<file path="src/rtl/skeleton_trace_fifo.sv">
// Debug trace capture: snoops regfile and dmem writes, stamps each one, and
// queues the events in a show-ahead FIFO drained over a valid/ready interface.
module skeleton_trace_fifo #(
    parameter int DEPTH_LOG2 = 4,
    parameter int STAMP_W    = 16
) (
    input  logic                  clock,
    input  logic                  reset,
    input  logic                  enable,
    input  logic                  clear,
    input  logic                  ctrl_writeEnable,
    input  logic [4:0]            ctrl_writeReg,
    input  logic [31:0]           data_writeReg,
    input  logic                  wren,
    input  logic [11:0]           address_dmem,
    input  logic [31:0]           data,
    output logic                  trace_valid,
    input  logic                  trace_ready,
    output logic                  trace_kind,
    output logic [11:0]           trace_addr,
    output logic [31:0]           trace_data,
    output logic [STAMP_W-1:0]    trace_stamp,
    output logic [DEPTH_LOG2:0]   count,
    output logic [15:0]           drop_count,
    output logic                  overflow
);

    localparam int DEPTH = 1 << DEPTH_LOG2;
    localparam logic [DEPTH_LOG2:0] FULL_COUNT = (DEPTH_LOG2 + 1)'(DEPTH);

    typedef struct packed {
        logic               kind;
        logic [11:0]        addr;
        logic [31:0]        data;
        logic [STAMP_W-1:0] stamp;
    } entry_t;

    entry_t                mem [DEPTH];
    logic [DEPTH_LOG2-1:0] wr_ptr;
    logic [DEPTH_LOG2-1:0] rd_ptr;
    logic [STAMP_W-1:0]    stamp;
    entry_t                skid;
    logic                  skid_valid;

    entry_t     reg_entry;
    entry_t     mem_entry;
    entry_t     push_entry;
    entry_t     skid_entry;
    entry_t     head;
    logic       reg_evt;
    logic       mem_evt;
    logic       pop;
    logic       space;
    logic       push;
    logic       skid_load;
    logic       skid_valid_next;
    logic [1:0] drops;
    logic [16:0] drop_sum;

    assign reg_evt   = enable & ctrl_writeEnable & (ctrl_writeReg != 5'd0);
    assign mem_evt   = enable & wren;
    assign reg_entry = '{kind: 1'b0, addr: {7'b0, ctrl_writeReg}, data: data_writeReg, stamp: stamp};
    assign mem_entry = '{kind: 1'b1, addr: address_dmem, data: data, stamp: stamp};

    assign trace_valid = (count != '0);
    assign pop         = trace_valid & trace_ready;
    assign space       = (count != FULL_COUNT) | pop;

    // Candidate order is skid, reg, mem: the first goes to the FIFO, the second
    // parks in the skid, anything beyond that is lost.
    always_comb begin
        // NOTE: every output of this block gets a default first so no path
        // leaves a signal unassigned, which would otherwise infer a latch.
        push            = 1'b0;
        push_entry      = reg_entry;
        skid_load       = 1'b0;
        skid_entry      = mem_entry;
        skid_valid_next = skid_valid;
        drops           = 2'd0;
        if (space) begin
            skid_valid_next = 1'b0;
            if (skid_valid) begin
                push       = 1'b1;
                push_entry = skid;
                if (reg_evt) begin
                    skid_load  = 1'b1;
                    skid_entry = reg_entry;
                    drops      = {1'b0, mem_evt};
                end else if (mem_evt) begin
                    skid_load  = 1'b1;
                    skid_entry = mem_entry;
                end
            end else if (reg_evt) begin
                push       = 1'b1;
                push_entry = reg_entry;
                skid_load  = mem_evt;
            end else if (mem_evt) begin
                push       = 1'b1;
                push_entry = mem_entry;
            end
            if (skid_load) skid_valid_next = 1'b1;
        end else begin
            drops = {1'b0, reg_evt} + {1'b0, mem_evt};
        end
    end

    assign drop_sum = {1'b0, drop_count} + {15'b0, drops};

    always_ff @(posedge clock or negedge reset) begin
        // NOTE: sequential state uses non-blocking assignments so every
        // register samples pre-edge values regardless of statement order.
        if (!reset) begin
            stamp      <= '0;
            count      <= '0;
            wr_ptr     <= '0;
            rd_ptr     <= '0;
            skid_valid <= 1'b0;
            drop_count <= '0;
            overflow   <= 1'b0;
        end else begin
            stamp <= stamp + 1'b1;
            if (clear) begin
                count      <= '0;
                wr_ptr     <= '0;
                rd_ptr     <= '0;
                skid_valid <= 1'b0;
                drop_count <= '0;
                overflow   <= 1'b0;
            end else begin
                if (push) wr_ptr <= wr_ptr + 1'b1;
                if (pop)  rd_ptr <= rd_ptr + 1'b1;
                count      <= count + (DEPTH_LOG2 + 1)'(push) - (DEPTH_LOG2 + 1)'(pop);
                skid_valid <= skid_valid_next;
                drop_count <= drop_sum[16] ? 16'hFFFF : drop_sum[15:0];
                if (drops != 2'd0) overflow <= 1'b1;
            end
        end
    end

    // NOTE: storage and skid payload carry no reset; the occupancy count and
    // skid_valid decide what is meaningful, and the outputs are masked below.
    always_ff @(posedge clock) begin
        if (push && !clear)      mem[wr_ptr] <= push_entry;
        if (skid_load && !clear) skid        <= skid_entry;
    end

    assign head        = trace_valid ? mem[rd_ptr] : '0;
    assign trace_kind  = head.kind;
    assign trace_addr  = head.addr;
    assign trace_data  = head.data;
    assign trace_stamp = head.stamp;

endmodule

</file>
<file path="config.mk">
export PLATFORM = sky130hd
export DESIGN_NAME = skeleton_trace_fifo
export DESIGN_NICKNAME = d
export VERILOG_FILES = /design/src/rtl/skeleton_trace_fifo.sv
export SDC_FILE = /design/constraint.sdc
export NUM_CORES = 1
export LEC_CHECK = 0
export CAP_MARGIN = 20
export CORE_ASPECT_RATIO = 0.7
export CORE_MARGIN = 2
export CORE_UTILIZATION = 45
export CTS_BUF_LIST = sky130_fd_sc_hd__clkbuf_16
export DETAILED_ROUTE_END_ITERATION = 16
export PLACE_DENSITY = 0.62
export SETUP_SLACK_MARGIN = 0.2
export SYNTH_ARGS = -nofsm -noshare
export SYNTH_HDL_FRONTEND = slang
export SYNTH_SLANG_ARGS = --single-unit
export TNS_END_PERCENT = 1
</file>
<file path="constraint.sdc">
create_clock -name clock -period 5.6 [get_ports clock]
set_input_delay 1.12 -clock clock [delete_from_list [all_inputs] [get_ports clock]]
set_output_delay 1.12 -clock clock [all_outputs]
set_load 0.01 [all_outputs]
</file>
==> parameters.txt, run 1 <==
Parameter                              Value

CTS
  Count of instances resized after the clock tree is built    0
  Clock transition at the registers of the reported paths    60 ps
  Number of buffers inserted by post-CTS setup repair    0
  CTS Buf Count    102
  Clock insertion delay at the later pin of the skew report    670 ps
  Sink Count    between 1000 and 1500
  Cell at the root of the clock tree    clkbuf_16
  Level count of the clock H-tree    3
  Buffer depth of the longest clock path    3
  Hold-fix buffer count after cts    0
  CTS tree    done

Global route
  Initial antenna violation count    2
  Pin count of the biggest net entering global routing    121
  Overflow after GRT    0
  Global-route total usage across every layer    20.8%
  Number of global-route vias before repair    22024
  First-pass GRT wire length    149 mm

Power and ir drop
  Standby leakage power    0.0160 uW
  Peak supply drop    278 uV
  Fraction of power consumed by combinational cells    20.1%
  Net switching power    5320 uW
  Seq pwr share    between 40% and 50%
  Clock share of power    34.3%
  Power per standard cell area    411 nW/um2
  Cell-internal power    15200 uW
  Fraction of power spent switching nets    between 20% and 30%

Die
  Starting density of the core    45.5%
  Chip Width    373 um
  I/O pin total    about 170
  Core ar.    94300 um2
  Die outline area    between 90000 and 100000 um2
  Std-Cell Rows    94
  Die Ht    262 um

Synthesis
  Yosys synthesis warning count    0
  Share of flip-flops with an asynchronous set or reset    about 4.3%
  Number of enable flip-flop cells after synthesis    1037
  Synthesized netlist net count    2196
  Syn avg cell area    20.5 um2
  Cell variety after synth    58
  Cells after Synth    2090
  Register bit count reported by yosys    1084
  Synthesized cell area    42900 um2
  Sequential fraction of the synthesis area    ~75%
  Primary FF master, synth    edfxtp_1

Setup path
  Path type of the worst setup path    flop to output pin
  Startpoint of the lowest-slack register-to-register path    count[2]
  Data arrival time of the critical path    4030 ps
  Required time worst endpoint    4480 ps
  Beginning of the critical path    count[2]
  Count of cells along the worst register-to-register path    12
  Crit start category    flop
  Largest fanout on the critical path    38
  Critical Path Sink Type    output pin

Timing
  Max Clk Rate    194 MHz
  Worst-Margin Slew    1180 ps
  Count of endpoints failing setup in the final report    0
  Worst clock skew    between 15 and 20 ps
  Final worst slack    446 ps
  RSZ-0062 raised after global routing    no
  Final-report hold violation count    0
  Fin Setup TNS    0 ps
  Shortest clock period the worst path allows after layout    5150 ps
  Final max-slew violation count    0
  Min Hold Slack    526 ps
  Final clock period utilization by the worst path    92.0%
  Rel. slew slack    21.2%

Detailed routing
  Count of routing violations after the opening detailed-route iteration    between 2000 and 2500
  # DRC    0
  Per-cell routed wire length    between 20 and 30 um
  Via Count    21463
  Residual antenna-violating net count after detailed routing    0
  Number of search-and-repair iterations in the first detailed-routing pass    5
  Via/cell ratio    5.88
  Total routed wirelength    102 mm

Place
  Worst setup slack after placement    459 ps
  Number of buffers added on ports    171
  Placer's final routability congestion estimate    0.768
  Estimated wirelength of the detail-placed design    about 55 mm

Final layout
  Area growth from synthesis to layout    16.2%
  Total of fill cells in the finished design    about 7300
  Fraction of final layout cells sized beyond drive strength 1    23.8%
  Number of nets in the layout    about 2400

Flow run
  Number of max-cap violations    0

Min path
  Hold Crit Start    stamp[15]
  Instance count along the most critical hold path    0
  Type of the worst min-delay path    flop to flop

Run status
  Result of the run    finished, final reports clean
## synthesized netlist by cell type (all sizes together) (32+ instances only)
cell | number | area share [%]
a22oi | 61 | 1.1
buf | 81 | 1.1
clkbuf | 32 | 0.28
dfrtp | 47 | 2.7
edfxtp | 1037 | 73
inv | 84 | 0.73
mux2 | 39 | 1.3
mux4 | 244 | 13
nand2 | 62 | 0.56
nand2b | 38 | 0.55
nand3 | 77 | 0.90
o211ai | 60 | 1.0
o221a | 37 | 0.97
## flip-flops by register name (all words and copies together), names as in the netlist, 4 cells and up
register and flops:
count 5, skid 61, mem 976, drop_count 16
stamp 16, wr_ptr 4, rd_ptr 4
## placed cells by master, fill, tap and decap left out, types with 3 or more instances in the layout
master	instances
buf_12	23
o211ai_1	60
a22o_1	8
bufinv_16	15
dfrtp_1	44
and2_1	12
buf_4	38
dfrtp_4	3
xnor2_1	20
xor2_1	10
nand3_1	77
a211oi_1	3
nor3_1	10
mux2_4	32
mux2_2	7
a21oi_1	20
nor2b_1	9
ha_1	16
mux2i_1	4
clkinv_2	27
a22oi_1	61
edfxtp_1	1037
clkinv_1	21
nand2b_1	38
clkbuf_16	104
nor2_1	17
and4_1	3
nand4_1	6
mux4_2	244
and3_4	16
inv_6	3
and3_1	4
o221a_2	36
clkdlybuf4s50_1	170
nand2_1	60
inv_1	101
## worst max-delay path: stages, from the launching register on
cell             delay [ps]
dfrtp_1                 370
inv_1                    80
ha_1                    240
nor4b_4                 170
inv_2                   120
and2_2                  200
buf_4                   620
buf_4                   550
nand3_1                 130
o211ai_1                200
clkdlybuf4s50_1         640
## layer usage
layer,part of all wire (%),track usage [%]
met2,48,33.3
met3,6.5,3.32
met5,0,0
met1,44,30.4
met4,1.7,4.42
## cells by family after synthesis
family / after synthesis / share of synthesized area (%)
flip-flops: 1084 / 75.2
AND/OR/NAND/NOR: 271 / 3.46
buffers and inverters: 197 / 2.10
AO/OA/AOI/OAI: 203 / 3.83
XOR/XNOR: 30 / 0.612
multiplexers: 287 / 14.2
adder cells (fa/ha/maj): 18 / 0.559
## power by group through the flow
| stage | logic, uW | clock network (uW) | registers, uW |
|---|---|---|---|
| 2_1_floorplan | 2520 | 0 | 9370 |
| 3_3_place_gp | 4140 | 0 | 9520 |
| 3_5_place_dp | 4180 | 0 | 9530 |
| 4_1_cts | 4200 | 7150 | 9360 |
| 5_1_grt | 4400 | 7430 | 9370 |
| 6_report | 4120 | 7030 | 9340 |
## stage by stage
step	total power, uW	cell area, um2	instances	util [%]
finish	20500	49900	3652	52.9
global route	21200	49900	3651	52.9
CTS	20700	49900	3649	52.9
detailed placement	13700	46500	3457	49.3
global placement	13700	46500	3457	49.3
floorplan	11900	43000	2090	-
## path summary, 6_finish.rpt
| check | slack, ps | endpoint |
|---|---|---|
| min reg2reg | 530 | skid[15] |
| min in group asynchronous | 580 | drop_count[6] |
| max | 450 | trace_addr[9] |
| min | 530 | skid[15] |
| max reg2reg | 1280 | drop_count[2] |
| max in group asynchronous | 4510 | rd_ptr[0] |
## cell type report
cell class                      instances  area (um2)  area share [%]
Sequential cell                      1084       32300            64.8
Multi-Input combinational cell        809        9840            19.7
Clock buffer                          104        2600            5.21
Timing Repair Buffer                  233        2460            4.94
Tap cell                             1248        1560            3.13
Clock inverter                         88         802            1.61
Inverter                               84         315           0.632
Antenna cell                            2        5.00          0.0100
Note: power is estimated with default switching activity, not from simulation.
==> run 2: changes to the inputs <==
==> constraint.sdc (replaced) <==
create_clock -name clock -period 5.6 [get_ports clock]
set_input_delay 1.12 -clock clock [delete_from_list [all_inputs] [get_ports clock]]
set_output_delay 1.12 -clock clock [all_outputs]
set_load 0.02 [all_outputs]
==> parameters.txt, run 2 (synthesis results as in run 1) <==
Parameter                              Value

Timing
  Fin Setup TNS    0 ps (unchanged)
  Count of endpoints failing setup in the final report    0 (unchanged)
  Final clock period utilization by the worst path    87.1% (-4.9 points)
  Shortest clock period the worst path allows after layout    4880 ps (-274 ps)
  Worst clock skew    14.5 ps (-4.28 ps)
  Min Hold Slack    504 ps (-22.6 ps)
  Max Clk Rate    205 MHz (+5.6%)
  Final-report hold violation count    0 (unchanged)
  Worst-Margin Slew    1020 ps (-163 ps)
  Final max-slew violation count    0 (unchanged)
  Rel. slew slack    32.1% (+11 points)
  RSZ-0062 raised after global routing    no

Setup path
  Critical-path cell list    inv_1 -> ha_1 -> nor4b_4 -> inv_2 -> and2_2 -> nand2_4 -> buf_4 -> o211ai_1 -> clkdlybuf4s50_1
  Largest fanout on the critical path    18 (-53%)
  Data arrival time of the critical path    3760 ps (-270 ps)
  Cell at the slowest stage of the critical path    clkdlybuf4s50_1
  Path type of the worst setup path    flop to output pin
  Required time worst endpoint    4480 ps (about the same)
  Highest cell delay on the worst timing path    630 ps (about the same)
  Startpoint of the lowest-slack register-to-register path    count[3]
  Beginning of the critical path    count[3]
  Critical Path Sink Type    output pin
  Crit start category    flop

Final layout
  Number of nets in the layout    2426 (+0.25%)
  Finished Core Util    53.0% (about the same)
  Most flops, register    mem
  Antenna diode count    0 (-2)
  Multi-input combinational cell area    9840 um2 (unchanged)
  Max reg flops    976 (unchanged)
  Area growth from synthesis to layout    16.3% (about the same)
  Fraction of final layout cells sized beyond drive strength 1    23.6% (-0.16 points)
  Most common cell after layout, fill and taps aside    edfxtp_1
  Total of fill cells in the finished design    7314 (+0.32%)
  Reg area    32300 um2 (unchanged)
  Largest regs    mem: 976 flops, skid: 61 flops
  Most used cells in the layout excluding fill and tap cells    edfxtp_1, mux4_2, clkdlybuf4s50_1, clkbuf_16, inv_1

Global route
  Overflow after GRT    0 (unchanged)
  First-pass GRT wire length    151 mm (+0.98%)
  Pin count of the biggest net entering global routing    65 (-46%)
  Grt met3 use    3.63% (+0.31 points)
  Number of global-route vias before repair    22313 (+1.3%)
  Global-route total usage across every layer    20.9% (+0.17 points)
  Met2 track demand over resource    33.9% (+0.62 points)
  Busiest metal layer after global routing    met2
  Initial antenna violation count    0 (-2)
  GR Layer Usage met1    30.1% (-0.30 points)

Min path
  Type of the worst min-delay path    flop to flop
  Hold Crit Start    stamp[15]

CTS
  Number of buffers inserted by post-CTS setup repair    0 (unchanged)
  CTS tree    done
  Clock insertion delay at the later pin of the skew report    680 ps (about the same)
  Cell at the root of the clock tree    clkbuf_16
  Count of instances resized after the clock tree is built    0 (unchanged)
  Clock transition at the registers of the reported paths    60 ps (about the same)
  Buffer depth of the longest clock path    3 (unchanged)
  Sink Count    1084 (unchanged)
  Level count of the clock H-tree    3 (unchanged)
  CTS Buf Count    103 (+0.98%)
  Hold-fix buffer count after cts    0 (unchanged)

Detailed routing
  Count of routing violations after the opening detailed-route iteration    2436 (+8.9%)
  # DRC    0 (unchanged)
  Per-cell routed wire length    28.1 um (+0.38%)
  Via/cell ratio    5.86 (-0.36%)
  Residual antenna-violating net count after detailed routing    0 (unchanged)
  Total routed wirelength    103 mm (+0.43%)
  Number of search-and-repair iterations in the first detailed-routing pass    5 (unchanged)
  Via Count    21397 (-0.31%)

Power and ir drop
  Fraction of power consumed by combinational cells    21.5% (+1.4 points)
  Fraction of power spent switching nets    27.1% (+1.1 points)
  Cell-internal power    15000 uW (-0.88%)
  Standby leakage power    0.0160 uW (about the same)
  Peak supply drop    315 uV (+13%)
  Seq pwr share    45.0% (-0.6 points)
  Net switching power    5590 uW (+4.9%)
  Clock share of power    33.5% (-0.8 points)
  Power per standard cell area    413 nW/um2 (+0.55%)

Place
  Placer's final routability congestion estimate    0.744 (-3.0%)
  Number of buffers added on ports    171 (unchanged)
  Estimated wirelength of the detail-placed design    56.5 mm (+2.0%)

Die
  Std-Cell Rows    94 (unchanged)
  I/O pin total    172 (unchanged)
  Chip Width    373 um (unchanged)
  Starting density of the core    45.5% (unchanged)
  Die outline area    98000 um2 (unchanged)
  Core ar.    94300 um2 (unchanged)
  Die Ht    262 um (unchanged)

Run status
  Result of the run    finished, final reports clean

Flow run
  Number of max-cap violations    0 (unchanged)
run 2: changes by cell type in the layout (fill, tap and decap cells not counted), sizes merged:
cell	delta
diode	-2
clkinvlp	+2
inv	-1
buf	+5
clkinv	+1
bufinv	-3
run 2: final cells by class:
type / count / area share (%)
Timing Repair Buffer: 238 / 5.13
Sequential cell: 1084 / 64.7
Inverter: 84 / 0.631
Tap cell: 1248 / 3.13
Clock buffer: 104 / 5.21
Clock inverter: 87 / 1.49
Multi-Input combinational cell: 809 / 19.7
run 2: power by group through the flow:
stage	sequential [uW]	clock, uW	combinational (uW)
3_3_place_gp	9450	0	4460
3_5_place_dp	9460	0	4500
6_report	9280	6910	4430
4_1_cts	9290	7030	4520
5_1_grt	9300	7350	4750
2_1_floorplan	9380	0	2760
run 2: path summary, 6_finish.rpt:
| kind | endpoint | slack (ps) | depth (start not counted) |
|---|---|---|---|
| min in group asynchronous | stamp[2] | 560 | 2 |
| setup reg to reg | drop_count[0] | 1350 | 12 |
| hold reg to reg | stamp[15] | 500 | 1 |
| max in group asynchronous | rd_ptr[3] | 4550 | 2 |
| setup / recovery | trace_addr[8] | 720 | 9 |
| hold / removal | stamp[15] | 500 | 1 |
run 2: through the flow:
stage | total power [uW] | instance area (um2) | instances | worst slack [ps]
global placement | 13900 | 46600 | 3461 | 484
CTS | 20800 | 49900 | 3652 | 636
floorplan | 12100 | 43000 | 2090 | 1020
finish | 20600 | 50000 | 3654 | 720
detailed placement | 14000 | 46600 | 3461 | 414
global route | 21400 | 50000 | 3654 | 487
run 2: worst max-delay path, delay by kind of cell, from the launching register on:
kind | cells | cell delay [ps]
buf+inv | 4 | 1270
simple gates | 3 | 930
flops | 1 | 400
compound gates | 1 | 300
fa+ha+maj | 1 | 190
run 2: routing by layer:
| layer | wire length [um] | part of all wire (%) |
|---|---|---|
| met1 | 44400 | 43 |
| met3 | 6960 | 6.8 |
| met2 | 49400 | 48 |
| met4 | 1870 | 1.8 |
| met5 | 0 | 0 |
